==> src/rtl/dma_master_if.sv <==
// ============================================================================
// Module   : dma_master_if
// Function : Command, source, read-return and arbitrated bus signals of one
//            DMA channel master, with master/slave views.
// Revision : 1.0
// ============================================================================
`default_nettype none

interface dma_master_if #(
    parameter int AW = 16,
    parameter int DW = 8,
    parameter int LW = 8
);
    logic          cmd_valid;
    logic          cmd_ready;
    logic          cmd_write;
    logic [AW-1:0] cmd_addr;
    logic [LW-1:0] cmd_len;
    logic [DW-1:0] src_data;
    logic          src_valid;
    logic          src_pop;
    logic [DW-1:0] rd_data;
    logic          rd_valid;
    logic          dma;
    logic          grant;
    logic          ready;
    logic [AW-1:0] bus_addr;
    logic [DW-1:0] bus_dout;
    logic [DW-1:0] bus_din;
    logic          bus_we;
    logic          bus_oe;
    logic          done;
    logic          err;

    modport master (
        input  cmd_valid, cmd_write, cmd_addr, cmd_len,
        input  src_data, src_valid, grant, ready, bus_din,
        output cmd_ready, src_pop, rd_data, rd_valid, dma,
        output bus_addr, bus_dout, bus_we, bus_oe, done, err
    );

    modport slave (
        output cmd_valid, cmd_write, cmd_addr, cmd_len,
        output src_data, src_valid, grant, ready, bus_din,
        input  cmd_ready, src_pop, rd_data, rd_valid, dma,
        input  bus_addr, bus_dout, bus_we, bus_oe, done, err
    );
endinterface

`default_nettype wire

==> src/rtl/dma_master.sv <==
// ============================================================================
// Module   : dma_master
// Function : Bus master for one DMA channel; requests the bus per beat and
//            re-arbitrates between beats. DMA_TIMEOUT_EN adds a ready timeout.
// Revision : 1.0
// ============================================================================
`default_nettype none

module dma_master #(
    parameter int AW = 16,
    parameter int DW = 8,
    parameter int LW = 8
`ifdef DMA_TIMEOUT_EN
    ,
    parameter int TIMEOUT = 255
`endif
) (
    input  wire logic    clk,
    input  wire logic    clr,
    dma_master_if.master bus
);

    localparam logic [1:0] c_ST_IDLE = 2'd0;
    localparam logic [1:0] c_ST_BUSY = 2'd1;
    localparam logic [1:0] c_ST_DONE = 2'd2;

    logic [1:0]    r_state;
    logic [AW-1:0] r_addr;
    logic [LW-1:0] r_cnt;
    logic          r_write;
    logic [DW-1:0] r_rd_data;
    logic          r_rd_valid;

    logic w_busy;
    logic w_beat;
    logic w_last;
    logic w_timeout;

    assign w_busy = (r_state == c_ST_BUSY);
    // A write beat is never completed without source data behind it.
    assign w_beat = w_busy & bus.grant & bus.ready & (~r_write | bus.src_valid);
    assign w_last = (r_cnt == '0);

    assign bus.cmd_ready = (r_state == c_ST_IDLE);
    assign bus.dma       = w_busy & (~r_write | bus.src_valid);
    assign bus.bus_oe    = w_busy & bus.grant;
    assign bus.bus_we    = w_busy & bus.grant & r_write;
    assign bus.bus_addr  = r_addr;
    assign bus.bus_dout  = bus.src_data;
    assign bus.src_pop   = w_beat & r_write;
    assign bus.rd_data   = r_rd_data;
    assign bus.rd_valid  = r_rd_valid;
    assign bus.done      = (r_state == c_ST_DONE);

`ifdef DMA_TIMEOUT_EN
    localparam int c_TW = ($clog2(TIMEOUT + 1) > 8) ? $clog2(TIMEOUT + 1) : 8;

    logic [c_TW-1:0] r_to_cnt;
    logic            r_err;
    logic            w_stall;

    assign w_stall   = w_busy & bus.grant & ~bus.ready;
    assign w_timeout = w_stall & (r_to_cnt == c_TW'(TIMEOUT - 1));
    assign bus.err   = r_err;

    // r_err is only ever set on the transition into the one-cycle DONE state.
    always_ff @(posedge clk) begin
        if (clr) begin
            r_to_cnt <= '0;
            r_err    <= 1'b0;
        end else begin
            r_err <= w_timeout;
            if (!w_busy || w_beat) begin
                r_to_cnt <= '0;
            end else if (w_stall) begin
                r_to_cnt <= r_to_cnt + c_TW'(1);
            end
        end
    end
`else
    assign w_timeout = 1'b0;
    assign bus.err   = 1'b0;
`endif

    always_ff @(posedge clk) begin
        if (clr) begin
            r_state    <= c_ST_IDLE;
            r_addr     <= '0;
            r_cnt      <= '0;
            r_write    <= 1'b0;
            r_rd_data  <= '0;
            r_rd_valid <= 1'b0;
        end else begin
            r_rd_valid <= 1'b0;
            case (r_state)
                c_ST_IDLE: begin
                    if (bus.cmd_valid) begin
                        r_addr  <= bus.cmd_addr;
                        r_cnt   <= bus.cmd_len;
                        r_write <= bus.cmd_write;
                        r_state <= c_ST_BUSY;
                    end
                end
                c_ST_BUSY: begin
                    if (w_timeout) begin
                        r_state <= c_ST_DONE;
                    end else if (w_beat) begin
                        r_addr <= r_addr + AW'(1);
                        if (!r_write) begin
                            r_rd_data  <= bus.bus_din;
                            r_rd_valid <= 1'b1;
                        end
                        if (w_last) begin
                            r_state <= c_ST_DONE;
                        end else begin
                            r_cnt <= r_cnt - LW'(1);
                        end
                    end
                end
                c_ST_DONE: begin
                    r_state <= c_ST_IDLE;
                end
                default: begin
                    r_state <= c_ST_IDLE;
                end
            endcase
        end
    end

endmodule

`default_nettype wire

==> src/flat_wrapper.sv <==
// flat-port wrapper written by rule: the top's interface ports become plain ports
module dma_master_flat 
#(
    parameter int AW = 16,
    parameter int DW = 8,
    parameter int LW = 8

)
  (clk, clr, bus_cmd_valid, bus_cmd_write, bus_cmd_addr, bus_cmd_len, bus_src_data, bus_src_valid, bus_grant, bus_ready, bus_bus_din, bus_cmd_ready, bus_src_pop, bus_rd_data, bus_rd_valid, bus_dma, bus_bus_addr, bus_bus_dout, bus_bus_we, bus_bus_oe, bus_done, bus_err);
  dma_master_if #(.AW(AW), .DW(DW), .LW(LW)) bus_i ();
  input  wire logic clk;
  input  wire logic clr;
  input wire logic [$bits(bus_i.cmd_valid)-1:0] bus_cmd_valid;
  input wire logic [$bits(bus_i.cmd_write)-1:0] bus_cmd_write;
  input wire logic [$bits(bus_i.cmd_addr)-1:0] bus_cmd_addr;
  input wire logic [$bits(bus_i.cmd_len)-1:0] bus_cmd_len;
  input wire logic [$bits(bus_i.src_data)-1:0] bus_src_data;
  input wire logic [$bits(bus_i.src_valid)-1:0] bus_src_valid;
  input wire logic [$bits(bus_i.grant)-1:0] bus_grant;
  input wire logic [$bits(bus_i.ready)-1:0] bus_ready;
  input wire logic [$bits(bus_i.bus_din)-1:0] bus_bus_din;
  output wire logic [$bits(bus_i.cmd_ready)-1:0] bus_cmd_ready;
  output wire logic [$bits(bus_i.src_pop)-1:0] bus_src_pop;
  output wire logic [$bits(bus_i.rd_data)-1:0] bus_rd_data;
  output wire logic [$bits(bus_i.rd_valid)-1:0] bus_rd_valid;
  output wire logic [$bits(bus_i.dma)-1:0] bus_dma;
  output wire logic [$bits(bus_i.bus_addr)-1:0] bus_bus_addr;
  output wire logic [$bits(bus_i.bus_dout)-1:0] bus_bus_dout;
  output wire logic [$bits(bus_i.bus_we)-1:0] bus_bus_we;
  output wire logic [$bits(bus_i.bus_oe)-1:0] bus_bus_oe;
  output wire logic [$bits(bus_i.done)-1:0] bus_done;
  output wire logic [$bits(bus_i.err)-1:0] bus_err;
  assign bus_i.cmd_valid = bus_cmd_valid;
  assign bus_i.cmd_write = bus_cmd_write;
  assign bus_i.cmd_addr = bus_cmd_addr;
  assign bus_i.cmd_len = bus_cmd_len;
  assign bus_i.src_data = bus_src_data;
  assign bus_i.src_valid = bus_src_valid;
  assign bus_i.grant = bus_grant;
  assign bus_i.ready = bus_ready;
  assign bus_i.bus_din = bus_bus_din;
  assign bus_cmd_ready = bus_i.cmd_ready;
  assign bus_src_pop = bus_i.src_pop;
  assign bus_rd_data = bus_i.rd_data;
  assign bus_rd_valid = bus_i.rd_valid;
  assign bus_dma = bus_i.dma;
  assign bus_bus_addr = bus_i.bus_addr;
  assign bus_bus_dout = bus_i.bus_dout;
  assign bus_bus_we = bus_i.bus_we;
  assign bus_bus_oe = bus_i.bus_oe;
  assign bus_done = bus_i.done;
  assign bus_err = bus_i.err;
  dma_master #(.AW(AW), .DW(DW), .LW(LW)) u_core (.clk(clk), .clr(clr), .bus(bus_i));
endmodule
==> config.mk <==
export PLATFORM = sky130hd
export DESIGN_NAME = dma_master_flat
export DESIGN_NICKNAME = d
export VERILOG_FILES = /design/src/rtl/dma_master_if.sv /design/src/rtl/dma_master.sv /design/src/flat_wrapper.sv
export SDC_FILE = /design/constraint.sdc
export NUM_CORES = 1
export LEC_CHECK = 0
export CAP_MARGIN = 15
export CORE_MARGIN = 2
export CORE_UTILIZATION = 39
export CTS_CLUSTER_SIZE = 20
export DETAILED_ROUTE_END_ITERATION = 16
export GPL_ROUTABILITY_DRIVEN = 1
export HOLD_SLACK_MARGIN = 0.15
export PLACE_DENSITY = 0.77
export SLEW_MARGIN = 5
export SYNTH_ARGS = -nofsm -noshare
export SYNTH_HDL_FRONTEND = slang
export SYNTH_SLANG_ARGS = --single-unit
==> constraint.sdc <==
create_clock -name clk -period 1.6 [get_ports clk]
set_input_delay 0.32 -clock clk [delete_from_list [all_inputs] [get_ports clk]]
set_output_delay 0.32 -clock clk [all_outputs]
set_load 0.03 [all_outputs]
== Word-level counts from Yosys, hierarchy flattened ==
Cells that the tools add are included.

* $add $sub $neg: 2
* Equality and inequality tests: 6
* Mux-type cells: 12
* Bitwise logic cells: 10
* Reductions and logical operators: 9

{| class="wikitable"
|+ Operator list
! cell !! number
|-
| 16-bit two-way mux || 2
|-
| 16-bit case mux with 2 select lines || 1
|-
| 8-bit two-way mux || 3
|-
| 16-bit by 1-bit adder with 16-bit output, second input constant || 1
|-
| 8-bit case mux with 2 select lines || 1
|-
| 3-bit AND reduction || 3
|-
| 8-bit zero test || 1
|-
| 2-bit inequality test, second input constant || 4
|-
| 8-bit by 1-bit subtractor with 8-bit output, second input constant || 1
|-
| 1-bit bitwise AND || 6
|-
| 2-bit two-way mux || 3
|-
| 2-bit case mux with 2 select lines || 1
|-
| 4-bit AND reduction || 1
|-
| 1-bit inverter || 3
|-
| 3-bit OR reduction || 1
|-
| 2-bit by 1-bit equality test with 1-bit output, second input constant || 1
|-
| 2-bit equality test, second input constant || 1
|-
| 2-bit zero test || 1
|-
| 2-bit AND reduction || 1
|-
| 2-bit nonzero test || 1
|-
| 1-bit two-way mux || 1
|-
| 1-bit OR || 1
|}

* Bits in registers: 36
* Bits of input ports: 47
* Output and inout port bits: 40
* Word-level logic and storage cells: 45

== Logic depth before layout (Yosys ltp) ==
* Depth in word-level cells: 6
* Mapped depth: 7

== Least setup slack after synthesis ==
No wires, ideal clock.

* Path kind: flip-flop to flip-flop
* Start: register u_core.r_addr[0], in the netlist u_core.bus.bus_addr[0]
* End: register u_core.r_addr[10], in the netlist u_core.bus.bus_addr[10]
* Setup time: 0.117 ns
* Data arrival time: 1.802 ns
* Slack: -0.319 ns
* Cell stages (with the launch flop): 8
* Path through: dfxtp_1 ha_1 and3_1 and3_1 buf_2 nand3_1 a21o_1 a32o_1

* Longest elaborated chain between the ends: 3

{| class="wikitable"
|+ RTL lines
! element !! RTL line !! source
|-
| start, declared || dma_master.sv:28 || <nowiki>logic [AW-1:0] r_addr;</nowiki>
|-
| start signal, assigned || dma_master.sv:98 || <nowiki>r_addr <= bus.cmd_addr;</nowiki>
|-
| start signal, assigned || dma_master.sv:108 || <nowiki>r_addr <= r_addr + AW'(1);</nowiki>
|-
| 16-bit by 1-bit adder with 16-bit output || dma_master.sv:108 ||
|-
| 16-bit two-way mux || dma_master.sv:107 || <nowiki>end else if (w_beat) begin</nowiki>
|-
| 16-bit case mux with 2 select lines || dma_master.sv:95 || <nowiki>case (r_state)</nowiki>
|}

Every way passes these cells. The select of a mux whose other input is x is not followed.
A chain may end at the register's enable or synchronous reset.

== Worst setup path in the final report ==
* Start: register u_core.r_write
* End: output port bus_src_pop

* Longest elaborated chain between the ends: 4

{| class="wikitable"
|+ RTL lines
! element !! RTL line !! source
|-
| start, declared || dma_master.sv:30 || <nowiki>logic r_write;</nowiki>
|-
| start signal, assigned || dma_master.sv:100 || <nowiki>r_write <= bus.cmd_write;</nowiki>
|-
| 1-bit inverter (no source line) || - ||
|-
| 1-bit OR || dma_master.sv:41 || <nowiki>assign w_beat = w_busy & bus.grant & bus.ready & (~r_write | bus.src_valid);</nowiki>
|-
| 1-bit bitwise AND || dma_master.sv:41 ||
|-
| 1-bit bitwise AND (*) || dma_master.sv:50 || <nowiki>assign bus.src_pop = w_beat & r_write;</nowiki>
|-
| end, declared || flat_wrapper.sv:23 || <nowiki>output wire logic [$bits(bus_i.src_pop)-1:0] bus_src_pop;</nowiki>
|}

Mark *: on every way between the ends. The rest lies on a longest branch, timed or not.

==> impl_metrics.ini <==
[status]
status = complete, but fails checks
violations = negative setup slack

[timing]
hold_viol = 0
min_period_ns = 1.69
finalSetupViolCount = 6
fin_ws_ns = -0.0881
report.final.slew_viol_count = 0
rsz0062_at_grt = yes
whs_ns = 0.469
finalClockSkew_ns = 0.00619
fmax_ghz = 0.592
fin_crit_sh_pct = 106

[routing]
drtIter0Drc = 128
num_vias = 2292
wl_per_cell_um = 14.5
ant_nets = 0
dr.pass1.iters = 4
wirelength_um = 6280
drc = 0
avgViaCountPerCell = 5.29

[clock_tree]
clk-insertion-delay-late_ns = 0.29
ctsHoldBuffers = 0
cts_inserted_buffers = 5
cts.sinks = 36
clk_pin_slew_ns = 0.08
cts_tree = done
h-tree-depth = 2
root_buffer = clkbuf_8
cts_max_path_buffers = 2

[synthesis]
synth_warnings = 0
yosysSeqAreaShare_pct = 34.9
syn_inst = 264
synth_cell_types = 52
avgSynthCellArea_sq_um = 7.82
synth_enable_flop_cells = 0
ys_ff_latch = 36
syn_area_sq_um = 2060
ys.flop_type = dfxtp_1
async_reset_ff_share_pct = 0
syn_nets = 314

[placement]
place_area_sq_um = 3030
place_ws_ns = -0.522
dp.cells = 416
place_hpwl_um = 4530
place.gp.congestion = 0.916
portBuffers = 69

[die]
io_pins = 87
row_count = 26
die_h_um = 76.7
core_area_sq_um = 5110
start_util_pct = 40.4
fp.dieW_um = 76.7
die_area_sq_um = 5890

[global_route]
grt_max_degree = 20
antenna_found_initial = 0
grt_pass1_wl_um = 10200
overflow = 0
grt_pass1_vias = 2268
track_usage_pct = 20.8

[setup_path]
startpoint_type = register
cp.required_ns = 1.28
arrival_ns = 1.37
crit_type = reg2out
worst-path-max-fanout = 3
cp-end-kind = output port

[final_layout]
fin_cells = 433
final_layout_size_suffix_gt1_share_pct = 30.3
design_area_sq_um = 3350
n_antenna_cell = 0
layout_commonest_cell = buf_4
fill_cells = 433
finalNetCount = 412
layout_common_cells = buf_4, clkdlybuf4s50_1, dlygate4sd2_1, nor2_1, dfxtp_1
area_growth_pct = 62.5

[worst_hold_path]
min-delay-path-class = reg2reg

[pwr]
p_leak_uw = 0.00142
peakVddDrop_v = 0.000434
power.density_nw_per_um2 = 799

[flow_run]
maxCapViolations = 0
==> where the power goes <==
group / switching [uW] / leakage (uW) / total, uW / internal [uW]
clock network: 363 / 0.0000566 / 763 / 400
logic: 452 / 0.00106 / 885 / 433
registers: 73.8 / 0.000301 / 1030 / 959
==> kinds of logic (layout without fill, tap and decap cells) <==
logic type	Yosys count	in the layout	synth area share, %
DFF	36	36	34.9
adders and majority gates	3	3	1.82
and+or+nand+nor	110	110	28.1
xor gates and xnor gates	2	2	0.849
AOI/OAI and AO/OA	74	74	22.5
other	1	1	0.182
buffers and inverters	30	129	7.70
muxes	8	8	3.88
==> worst max-delay path, cell delays in order, from the launching register on <==
cell and delay, ns:
dfxtp_1 0.32, nor2b_4 0.13, buf_4 0.14, or2_4 0.27
nor2_4 0.09, buf_6 0.13
==> flip-flops by register name, summed over array words and instances, names as in the netlist <==
| signal | cells |
|---|---|
| u_core.bus.bus_addr | 16 |
| u_core.bus.rd_data | 8 |
| u_core.bus.rd_valid | 1 |
| u_core.r_cnt | 8 |
| u_core.r_state | 2 |
| u_core.r_write | 1 |
==> layer usage <==
metal  GRT usage [%]  up-vias  wire, um
met1            23.9     1082      2670
met4            7.09        0        86
met3            3.18       10       272
met2            38.7       68      3250
li1                -     1132         -
met5               0        -         0
==> synthesized netlist by cell type (2+ instances only) <==
master / instances / share of area [%]
ha_1: 3 / 1.8
buf_2: 7 / 1.7
a2bb2oi_1: 2 / 0.85
nand3_1: 14 / 3.4
and2_1: 6 / 1.8
clkbuf_1: 8 / 1.5
nor4_1: 2 / 0.61
a21o_1: 7 / 2.5
nor2_1: 30 / 5.5
inv_1: 4 / 0.73
or3_1: 2 / 0.61
a21oi_1: 23 / 5.6
nand4_1: 5 / 1.5
buf_4: 10 / 3.6
o21ai_1: 2 / 0.49
or4_1: 3 / 1.1
o21ai_0: 17 / 4.1
and3_1: 7 / 2.1
o31ai_1: 2 / 0.73
dfxtp_1: 36 / 35
nor2b_1: 2 / 0.61
a22oi_1: 3 / 1.1
nand2_1: 20 / 3.6
a32o_1: 2 / 0.97
nor3_1: 4 / 0.97
or2_2: 2 / 0.61
mux2i_1: 8 / 3.9
nor3b_1: 2 / 0.73
a31oi_1: 8 / 2.4
==> cell type report <==
cell class / count / area, sq um / share of cell area [%]
Clock buffer: 6 / 93.8 / 2.80
Sequential cell: 36 / 753 / 22.5
Multi-Input combinational cell: 198 / 1340 / 39.9
Inverter: 4 / 15.0 / 0.448
Clock inverter: 2 / 11.3 / 0.336
Timing Repair Buffer: 117 / 1050 / 31.5
Tap cell: 70 / 87.6 / 2.61
==> path summary, 6_finish.rpt <==
check / from / to / slack, ns / cells past startpoint
setup / recovery: u_core.r_write$_SDFFE_PP0P_ / bus_src_pop / -0.09 / 5
hold / removal: u_core.r_cnt[7]$_SDFFE_PP0P_ / u_core.r_cnt[7]$_SDFFE_PP0P_ / 0.47 / 2
setup reg to reg: u_core.r_state[1]$_SDFFE_PP0P_ / u_core.bus.bus_addr[0]$_SDFFE_PP0P_ / -0.08 / 6
hold reg to reg: u_core.r_cnt[7]$_SDFFE_PP0P_ / u_core.r_cnt[7]$_SDFFE_PP0P_ / 0.47 / 2
==> metrics by stage <==
stage | total power [uW] | util (%) | TNS [ns]
2_1_floorplan | 1530 | - | -0.0643
4_1_cts | 2640 | 62.6 | -0.396
3_3_place_gp | 1850 | 59.4 | -11.34
3_5_place_dp | 1870 | 59.4 | -12.60
5_1_grt | 2810 | 65.7 | -1.01
6_report | 2680 | 65.7 | -0.297
==> what timing repair did <==
action	4_1_cts	5_1_grt
pin swaps	7	10
buffers inserted	4	5
endpoints found under the setup margin	51	25
cloned	0	0
gates resized for setup	46	37
Power figures use the tool's default switching activity.
